[src/rtl/bias_add_stream_if.sv]
// Stream-side bundle for bias_add_stream: accumulator input beats and biased output beats.
// slave faces the bias adder, master faces the producer/consumer driving it.
interface bias_add_stream_if #(
    parameter int IN_W   = 16,
    parameter int CHAN_W = 6
);
    logic              in_valid;
    logic              in_ready;
    logic [IN_W-1:0]   in_data;
    logic              in_first;
    logic              out_valid;
    logic              out_ready;
    logic [IN_W-1:0]   out_data;
    logic [CHAN_W-1:0] out_chan;
    logic              out_last;
    logic              out_sat;

    modport slave (
        input  in_valid, in_data, in_first, out_ready,
        output in_ready, out_valid, out_data, out_chan, out_last, out_sat
    );

    modport master (
        output in_valid, in_data, in_first, out_ready,
        input  in_ready, out_valid, out_data, out_chan, out_last, out_sat
    );
endinterface

[src/rtl/bias_add_stream.sv]
// Two-stage streaming per-channel bias adder with a run-time bias table and output saturation.
// Optional ReLU after saturation is enabled by defining BIAS_ADD_RELU_EN.
module bias_add_stream #(
    parameter int IN_W       = 16,
    parameter int BIAS_W     = 16,
    parameter int CHANNELS   = 64,
    parameter int BIAS_SHIFT = 0
) (
    input  logic                        clk,
    input  logic                        rst_n,
    input  logic                        cfg_we,
    input  logic [$clog2(CHANNELS)-1:0] cfg_addr,
    input  logic [BIAS_W-1:0]           cfg_data,
    bias_add_stream_if.slave            bus
);

    localparam int CHAN_W = $clog2(CHANNELS);
    // Shifted bias needs BIAS_W-1+BIAS_SHIFT magnitude bits plus a sign bit.
    localparam int SB_W   = BIAS_W + BIAS_SHIFT;
    localparam int SUM_W  = ((IN_W > SB_W) ? IN_W : SB_W) + 1;

    localparam logic [CHAN_W-1:0]       LAST_CH  = CHAN_W'(CHANNELS - 1);
    localparam logic [CHAN_W:0]         CHAN_LIM = (CHAN_W + 1)'(CHANNELS);
    localparam logic [SB_W-1:0]         SB_ONE   = SB_W'(1);
    localparam logic [CHAN_W-1:0]       CH_ONE   = CHAN_W'(1);
    localparam logic signed [SUM_W-1:0] SAT_MAX  = {{(SUM_W - IN_W + 1){1'b0}}, {(IN_W - 1){1'b1}}};
    localparam logic signed [SUM_W-1:0] SAT_MIN  = {{(SUM_W - IN_W + 1){1'b1}}, {(IN_W - 1){1'b0}}};

    // Sign-magnitude to two's complement; a negative zero naturally maps to 0.
    function automatic logic signed [SB_W-1:0] bias_to_twos(input logic [BIAS_W-1:0] raw);
        logic [SB_W-1:0] mag;
        mag = '0;
        mag[BIAS_W-2+BIAS_SHIFT:BIAS_SHIFT] = raw[BIAS_W-2:0];
        if (raw[BIAS_W-1]) begin
            return $signed(~mag + SB_ONE);
        end else begin
            return $signed(mag);
        end
    endfunction

    logic [BIAS_W-1:0]       bias_tab_r [CHANNELS];
    logic [CHAN_W-1:0]       cnt_r;

    logic                    s1_valid_r;
    logic [IN_W-1:0]         s1_data_r;
    logic [CHAN_W-1:0]       s1_chan_r;
    logic signed [SB_W-1:0]  s1_bias_r;

    logic                    s2_valid_r;
    logic [IN_W-1:0]         s2_data_r;
    logic [CHAN_W-1:0]       s2_chan_r;
    logic                    s2_last_r;
    logic                    s2_sat_r;

    logic                    s2_adv_s;
    logic                    in_ready_s;
    logic                    in_fire_s;
    logic                    cfg_hit_s;
    logic [CHAN_W-1:0]       in_chan_s;
    logic [CHAN_W-1:0]       next_cnt_s;
    logic signed [SUM_W-1:0] sum_s;
    logic [IN_W-1:0]         res_data_s;
    logic                    res_sat_s;

    // Handshake: a stage advances when empty or when its downstream advances.
    always_comb begin
        s2_adv_s   = !s2_valid_r || bus.out_ready;
        in_ready_s = !s1_valid_r || s2_adv_s;
        in_fire_s  = bus.in_valid && in_ready_s;
        cfg_hit_s  = cfg_we && ({1'b0, cfg_addr} < CHAN_LIM);
    end

    // Channel of the incoming beat and the counter value that follows it.
    always_comb begin
        if (bus.in_first) begin
            in_chan_s = '0;
        end else begin
            in_chan_s = cnt_r;
        end
        if (in_chan_s == LAST_CH) begin
            next_cnt_s = '0;
        end else begin
            next_cnt_s = in_chan_s + CH_ONE;
        end
    end

    // Bias table; a write lands at the edge, so a beat entering S1 on that edge reads the old entry.
    always_ff @(posedge clk or negedge rst_n) begin
        if (!rst_n) begin
            for (int i = 0; i < CHANNELS; i++) begin
                bias_tab_r[i] <= '0;
            end
        end else if (cfg_hit_s) begin
            bias_tab_r[cfg_addr] <= cfg_data;
        end
    end

    // Channel counter advances on every accepted beat.
    always_ff @(posedge clk or negedge rst_n) begin
        if (!rst_n) begin
            cnt_r <= '0;
        end else if (in_fire_s) begin
            cnt_r <= next_cnt_s;
        end
    end

    // Stage 1: capture the beat, its channel and the converted bias.
    always_ff @(posedge clk or negedge rst_n) begin
        if (!rst_n) begin
            s1_valid_r <= 1'b0;
            s1_data_r  <= '0;
            s1_chan_r  <= '0;
            s1_bias_r  <= '0;
        end else if (in_ready_s) begin
            s1_valid_r <= bus.in_valid;
            if (bus.in_valid) begin
                s1_data_r <= bus.in_data;
                s1_chan_r <= in_chan_s;
                s1_bias_r <= bias_to_twos(bias_tab_r[in_chan_s]);
            end
        end
    end

    // Stage 2 datapath: widened add, clamp to the IN_W signed range, optional ReLU.
    always_comb begin
        sum_s = {{(SUM_W - IN_W){s1_data_r[IN_W-1]}}, s1_data_r}
              + {{(SUM_W - SB_W){s1_bias_r[SB_W-1]}}, s1_bias_r};
        if (sum_s > SAT_MAX) begin
            res_data_s = SAT_MAX[IN_W-1:0];
            res_sat_s  = 1'b1;
        end else if (sum_s < SAT_MIN) begin
            res_data_s = SAT_MIN[IN_W-1:0];
            res_sat_s  = 1'b1;
        end else begin
            res_data_s = sum_s[IN_W-1:0];
            res_sat_s  = 1'b0;
        end
`ifdef BIAS_ADD_RELU_EN
        if (res_data_s[IN_W-1]) begin
            res_data_s = '0;
        end else begin
            res_data_s = res_data_s;
        end
`endif
    end

    // Stage 2 registers drive the outputs directly, so they hold while stalled.
    always_ff @(posedge clk or negedge rst_n) begin
        if (!rst_n) begin
            s2_valid_r <= 1'b0;
            s2_data_r  <= '0;
            s2_chan_r  <= '0;
            s2_last_r  <= 1'b0;
            s2_sat_r   <= 1'b0;
        end else if (s2_adv_s) begin
            s2_valid_r <= s1_valid_r;
            if (s1_valid_r) begin
                s2_data_r <= res_data_s;
                s2_chan_r <= s1_chan_r;
                s2_last_r <= (s1_chan_r == LAST_CH);
                s2_sat_r  <= res_sat_s;
            end
        end
    end

    assign bus.in_ready  = in_ready_s;
    assign bus.out_valid = s2_valid_r;
    assign bus.out_data  = s2_data_r;
    assign bus.out_chan  = s2_chan_r;
    assign bus.out_last  = s2_last_r;
    assign bus.out_sat   = s2_sat_r;

endmodule
[src/flat_wrapper.sv]
// flat-port wrapper written by rule: the top's interface ports become plain ports
module bias_add_stream_flat 
#(
    parameter int IN_W       = 16,
    parameter int BIAS_W     = 16,
    parameter int CHANNELS   = 64,
    parameter int BIAS_SHIFT = 0
)
  (clk, rst_n, cfg_we, cfg_addr, cfg_data, bus_in_valid, bus_in_data, bus_in_first, bus_out_ready, bus_in_ready, bus_out_valid, bus_out_data, bus_out_chan, bus_out_last, bus_out_sat);
  bias_add_stream_if #(.IN_W(IN_W)) bus_i ();
  input  logic clk;
  input  logic rst_n;
  input  logic cfg_we;
  input  logic [$clog2(CHANNELS)-1:0] cfg_addr;
  input  logic [BIAS_W-1:0] cfg_data;
  input wire logic [$bits(bus_i.in_valid)-1:0] bus_in_valid;
  input wire logic [$bits(bus_i.in_data)-1:0] bus_in_data;
  input wire logic [$bits(bus_i.in_first)-1:0] bus_in_first;
  input wire logic [$bits(bus_i.out_ready)-1:0] bus_out_ready;
  output wire logic [$bits(bus_i.in_ready)-1:0] bus_in_ready;
  output wire logic [$bits(bus_i.out_valid)-1:0] bus_out_valid;
  output wire logic [$bits(bus_i.out_data)-1:0] bus_out_data;
  output wire logic [$bits(bus_i.out_chan)-1:0] bus_out_chan;
  output wire logic [$bits(bus_i.out_last)-1:0] bus_out_last;
  output wire logic [$bits(bus_i.out_sat)-1:0] bus_out_sat;
  assign bus_i.in_valid = bus_in_valid;
  assign bus_i.in_data = bus_in_data;
  assign bus_i.in_first = bus_in_first;
  assign bus_i.out_ready = bus_out_ready;
  assign bus_in_ready = bus_i.in_ready;
  assign bus_out_valid = bus_i.out_valid;
  assign bus_out_data = bus_i.out_data;
  assign bus_out_chan = bus_i.out_chan;
  assign bus_out_last = bus_i.out_last;
  assign bus_out_sat = bus_i.out_sat;
  bias_add_stream #(.IN_W(IN_W), .BIAS_W(BIAS_W), .CHANNELS(CHANNELS), .BIAS_SHIFT(BIAS_SHIFT)) u_core (.clk(clk), .rst_n(rst_n), .cfg_we(cfg_we), .cfg_addr(cfg_addr), .cfg_data(cfg_data), .bus(bus_i));
endmodule
[config.mk]
export PLATFORM = sky130hd
export DESIGN_NAME = bias_add_stream_flat
export DESIGN_NICKNAME = d
export VERILOG_FILES = /design/src/rtl/bias_add_stream_if.sv /design/src/rtl/bias_add_stream.sv /design/src/flat_wrapper.sv
export SDC_FILE = /design/constraint.sdc
export NUM_CORES = 2
export LEC_CHECK = 0
export BUFFER_PORTS_ARGS = -buffer_cell sky130_fd_sc_hd__clkbuf_2
export CORE_MARGIN = 2
export CORE_UTILIZATION = 35
export DETAILED_ROUTE_END_ITERATION = 16
export PLACE_DENSITY_LB_ADDON = 0.1
export SLEW_MARGIN = 5
export SYNTH_ARGS = -nofsm -noshare
export SYNTH_HDL_FRONTEND = slang
export SYNTH_SLANG_ARGS = --single-unit
[constraint.sdc]
create_clock -name clk -period 3.28 [get_ports clk]
set_input_delay 0.656 -clock clk [delete_from_list [all_inputs] [get_ports clk]]
set_output_delay 0.656 -clock clk [all_outputs]
set_load 0.005 [all_outputs]
== Word-level counts from Yosys, hierarchy flattened ==
Cells that the tools add are included.
Storage, ports and cells
  input bits: 44
  output and inout bits: 26
  word-level logic and storage cells: 108
  register bits after elaboration: 1094
Cells by class
  order comparisons: 5
  reduce and logical (&&, ||, !) cells: 8
  bitwise operators: 3
  $add $sub $neg: 3
  equal/unequal tests: 2
  muxes and demuxes: 13
Operators with widths (count)
  $bwmux 1024: 1
  $bmux 16 s6: 1
  $demux 16 s6: 1
  $mux 16: 6
  $add 16x16->17: 1
  $gt 17x16->1 const B: 1
  $lt 17x16->1 const B: 1
  $add 16x1->16 const B: 1
  $not 15->16: 1
  $ge 7x7->1 const B: 2
  $not 6->7: 2
  $eq 6x6->1 const B: 2
  $mux 6: 2
  $lt 7x1->1 const B: 1
  $add 6x1->6 const B: 1
  $reduce_and 2->1: 2
  $logic_and 1x1->1: 2
  $logic_not 1->1: 2
  $logic_or 1x1->1: 2
  $mux 1: 2

== Depth between registers and ports, before layout ==
  depth after elaboration: 8
  gate-level depth with buffers: 15
  gate-level depth less buffers: 12

== Least setup slack after synthesis ==
No wires, ideal clock.
  path kind: input -> register
  from: in bus_in_first
  to: reg u_core.s1_bias_r[14]
  stages on the path: 13
  data arrival time: 3058 ps
  library setup time: 132 ps
  required time: 3148 ps
  path slack: 90 ps
  path buffers: 3
  cell sequence: nor2b_1 > buf_2 > buf_4 > clkbuf_1 > mux4_2 > nor4_1 > nor3_1 > a32oi_2 > ha_1 > o2111ai_1 > o31ai_1 > xor2_1 > o21ai_1
Between the ends
  longest elaborated chain between the ends: 8
RTL lines
  from (decl): line flat_wrapper.sv:18  | input wire logic [$bits(bus_i.in_first)-1:0] bus_in_first;
  $mux 6 *: line bias_add_stream.sv:75  | if (bus.in_first) begin
  $not 6->7 (not written as such) *: line bias_add_stream.sv:119  | s1_bias_r <= bias_to_twos(bias_tab_r[in_chan_s]);
  $bmux 16 s6 *: line bias_add_stream.sv:119
  $mux 16 (not written as such) * (2 in series): line bias_add_stream.sv:119
  $not 15->16: line bias_add_stream.sv:35  | return $signed(~mag + SB_ONE);
  $add 16x1->16: line bias_add_stream.sv:35
  $mux 16 *: line bias_add_stream.sv:34  | if (raw[BIAS_W-1]) begin
  to (signal assigned): line bias_add_stream.sv:119
  to (decl): line bias_add_stream.sv:47  | logic signed [SB_W-1:0] s1_bias_r;
Every way passes the cells marked *; elsewhere a longest branch is shown, timed or not. The select of a mux whose other input is x is not followed.
A chain may end at the register's enable or synchronous reset.

== Final worst setup path ==
  from: reg u_core.cnt_r[2]
  to: reg u_core.s1_bias_r[14]
Between the ends
  longest elaborated chain between the ends: 8
RTL lines
  from (decl): line bias_add_stream.sv:42  | logic [CHAN_W-1:0] cnt_r;
  from (signal assigned): line bias_add_stream.sv:103  | cnt_r <= next_cnt_s;
  $mux 6 *: line bias_add_stream.sv:75
  $not 6->7 (not written as such) *: line bias_add_stream.sv:119
  $bmux 16 s6 *: line bias_add_stream.sv:119
  $mux 16 (not written as such) * (2 in series): line bias_add_stream.sv:119
  $not 15->16: line bias_add_stream.sv:35
  $add 16x1->16: line bias_add_stream.sv:35
  $mux 16 *: line bias_add_stream.sv:34
Marks and branches as above.

==> key figures <==
Run status
  – Status: finished, violations left
  – Failing checks: setup timing

Critical path
  – Crit end category: register
  – Crit-path max FO: 13
  – Crit-path cells: buf_6 -> buf_12 -> buf_12 -> mux2i_4 -> o22ai_1 -> buf_4 -> a211oi_4 -> nor4_4 -> buf_4 -> nor3_1 -> o2111ai_2 -> buf_6 -> o31ai_4 -> xor2_1 -> o21ai_1
  – CP max stage delay: 0.51 ns
  – Slowest-stage cell, CP: dfrtp_4
  – CP Data Required Time: 3.94 ns
  – Startpoint Class: register
  – Critical Path AT: 4.00 ns
  – WS Path Type: reg2reg

Timing
  – Tmin final: 3.339 ns
  – Setup ws final: -0.05904 ns
  – Hold slack final: 0.1092 ns
  – Slew margin rel.: 14.23%
  – Final setup fails: 7
  – Max Clk Rate: 299.5 MHz
  – Skew final: 0.02395 ns
  – Worst-Margin Slew: 1.287 ns
  – Fin Setup TNS: -0.2390 ns
  – Final Hold Fails: 0
  – Tcrit/Tclk final: 101.8%
  – RSZ-0062 raised after global routing: true
  – Fin. max-slew vios: 0

Power
  – Sw Ratio: 31.19%
  – Power Total: 0.04424 W
  – Internal: 0.03044 W
  – Comb power frac: 28.9%
  – Clock share of power: 33.5%
  – PwrDens: 683.8 nW/um^2
  – Worst vdd ir: 633.2 uV
  – Sequential power share: 37.5%
  – P_sw: 0.01380 W
  – Leakage power: 29.84 nW

CTS
  – Total CTS buffers: 132
  – Clock Sinks: 1094
  – Worst-Skew Late Latency: 0.78 ns
  – Clock root cell: clkbuf_16
  – CTS tree: built
  – CTS HTree Levels: 4
  – CTS Buffer Depth: 3
  – Clock Pin Slew Worst Setup and Hold Paths: 0.06 ns

Global routing
  – Initial antenna violation count: 8
  – Grt ovf: 0
  – Total GRT Usage: 23.65%
  – Vias in the first global route: 35420
  – Pin count of the biggest net entering global routing: 95
  – First-pass GRT wire length: 260800 um

Detailed routing
  – 1st-iter DRT viols: 2432
  – Routed vias: 34560
  – Post-DR wirelength/cell: 28.27 um
  – Via density per instance: 5.456
  – TritonRoute pass-1 iters: 5
  – Remaining DRCs: 0
  – Post-Route WL: 179100 um
  – ANT nets after route: 0

Place
  – IO buf count: 69
  – Gpl congestion: 0.8877
  – Placed Cells incl. Taps: 6029
  – Post-DP HPWL: 121600 um

Job
  – Max-cap violation count: 0

Logic synthesis
  – Top cells by count, synth: dfrtp_1 (1094), mux2_2 (1043), clkbuf_1 (225)
  – Top cells by area, synth: dfrtp_1 (53%), mux2_2 (23%), mux4_2 (4.6%)
  – Syn nets: 3913
  – Most frequent cell after synthesis: dfrtp_1
  – Synth warn: 0
  – Post-synth EDFFs: 0
  – Area of the mapped netlist: 51850 um^2
  – FFs w/ async S/R, synth: 100.0%
  – Synth top area share: 52.80%
  – Sequential share of the synthesized area: 52.80%
  – Synthesized netlist cell count: 3850
  – Flops & latches, synth: 1094
  – Most common flop cell mapped by yosys: dfrtp_1
  – Post-synth top area cell: dfrtp_1
  – Avg Cell Area, Syn: 13.47 um^2
  – Unique masters post-synth: 87

Finish
  – Util after Layout: 43.86%
  – Final net count: 4364
  – Non-Filler Instances: 6334
  – Fraction of layout cells with a size suffix above 1: 51.32%
  – Area delta synth->final: 24.76%

Floorplanning
  – Core area: 147500 um^2
  – Die H: 388.9 um
  – Cell row count: 141
  – Total die area: 151200 um^2
  – Initial Utilization: 35.16%
  – Number of I/O pins: 70
  – Die width: 388.9 um

Worst hold path
  – Hold Path Class: in2reg
==> layer usage <==
metal | up-vias | global-route usage (%) | routed length (um)
li1 | 15110 | - | -
met1 | 18450 | 34.42 | 85410
met2 | 770 | 36.54 | 80990
met3 | 220 | 3.935 | 8357
met4 | 2 | 6.075 | 4275
met5 | - | 0 | 16
==> path summary, 6_finish.rpt <==
| path | from | endpoint | slack (ns) | depth (start not counted) |
|---|---|---|---|---|
| setup / recovery | u_core.cnt_r[2] | u_core.s1_bias_r[14] | -0.06 | 15 |
| hold / removal | bus_in_valid | u_core.s1_valid_r | 0.11 | 2 |
| setup reg to reg | u_core.cnt_r[2] | u_core.s1_bias_r[14] | -0.06 | 15 |
| hold reg to reg | u_core.bus.out_chan[0] | u_core.bus.out_chan[0] | 0.48 | 2 |
| max in group asynchronous | rst_n | u_core.bias_tab_r[287] | 1.70 | 3 |
| min in group asynchronous | rst_n | u_core.bias_tab_r[728] | 0.49 | 2 |
==> sequential cells by signal, summed over array words and instances, names as in the netlist <==
name / cells
u_core.s1_valid_r: 1
u_core.s1_chan_r: 6
u_core.bus.out_sat: 1
u_core.bus.out_valid: 1
u_core.cnt_r: 6
u_core.bus.out_chan: 6
u_core.bus.out_data: 16
u_core.s1_data_r: 16
u_core.s1_bias_r: 16
u_core.bias_tab_r: 1024
u_core.bus.out_last: 1
==> cells by family after synthesis <==
kind of cell	Yosys count	share of synthesized area (%)
compound gates	531	7.326
buf+inv	376	3.308
mux	1364	31.41
flops	1094	52.80
simple gates	445	4.336
fa+ha+maj	19	0.4729
xor+xnor	21	0.3547
==> power by group through the flow <==
stage	Sequential (W)	Clock (W)	Combinational, W
after floorplan	0.0164	0	0.00640
after global placement	0.0167	0	0.0114
after detailed placement	0.0168	0	0.0114
after CTS	0.0166	0.0153	0.0124
after global routing	0.0168	0.0158	0.0136
final	0.0166	0.0148	0.0128
==> cell type report <==
| class | count | area [um^2] |
|---|---|---|
| Timing Repair Buffer | 666 | 6270 |
| Clock inverter | 39 | 553.0 |
| Sequential cell | 1094 | 27390 |
| Inverter | 27 | 108.9 |
| Tap cell | 1930 | 2415 |
| Fill cell | 13490 | 82790 |
| Antenna cell | 6 | 15.01 |
| Multi-Input combinational cell | 2380 | 24130 |
| Clock buffer | 192 | 3810 |
==> layout by cell type (no fill, tap or decap), types with 11 or more instances in the layout <==
master,Yosys,final
a21oi_2,0,19
clkbuf_2,0,67
nor2_1,110,79
o21ai_0,59,50
o21bai_1,40,40
buf_4,28,478
a211oi_2,2,31
nand2_1,138,136
mux2i_1,214,179
buf_6,15,19
mux2i_2,0,16
a22oi_1,23,18
nor3_1,17,13
xnor2_1,17,15
a2bb2oi_1,39,32
inv_1,24,24
o22ai_1,67,56
ha_1,18,17
clkbuf_1,225,33
dfrtp_1,1094,1091
clkinv_2,0,16
clkbuf_16,0,136
o221ai_1,18,17
buf_12,0,83
nor2_2,0,31
nor3b_1,52,46
a21oi_1,87,68
a211oi_1,65,29
o21ai_1,7,13
nand2b_1,26,24
nor2b_1,15,14
a21o_1,11,11
clkbuf_8,0,26
mux2i_4,0,19
mux2_2,1043,1042
mux4_2,106,106
o22ai_2,0,11
nand3_1,23,21
==> stage by stage <==
step                      setup WS [ns]  cell area [um^2]
after floorplan                 0.08976             51850
after global placement          -0.7756             58060
after detailed placement        -0.8175             58060
after CTS                      -0.03912             64050
after global routing            -0.1631             64680
final                          -0.05904             64690
==> critical path: cells and delay by family, from the launching register on <==
family                    cells  cell delay, ns
DFF                           1            0.51
xor gates and xnor gates      1            0.18
and+or+nand+nor               2            0.31
AOI/OAI and AO/OA             5            0.92
muxes                         1            0.27
buffers and inverters         6            1.00
==> repair_timing <==
item | CTS | global route
gates resized for setup | 183 | 94
hold endpoints to repair | 23 | 0
buffers inserted | 54 | 13
pin swaps | 45 | 21
hold buffers | 1 | 0
gates cloned | 6 | 3
endpoints found under the setup margin | 15 | 27
(Power assumes the default switching activity.)
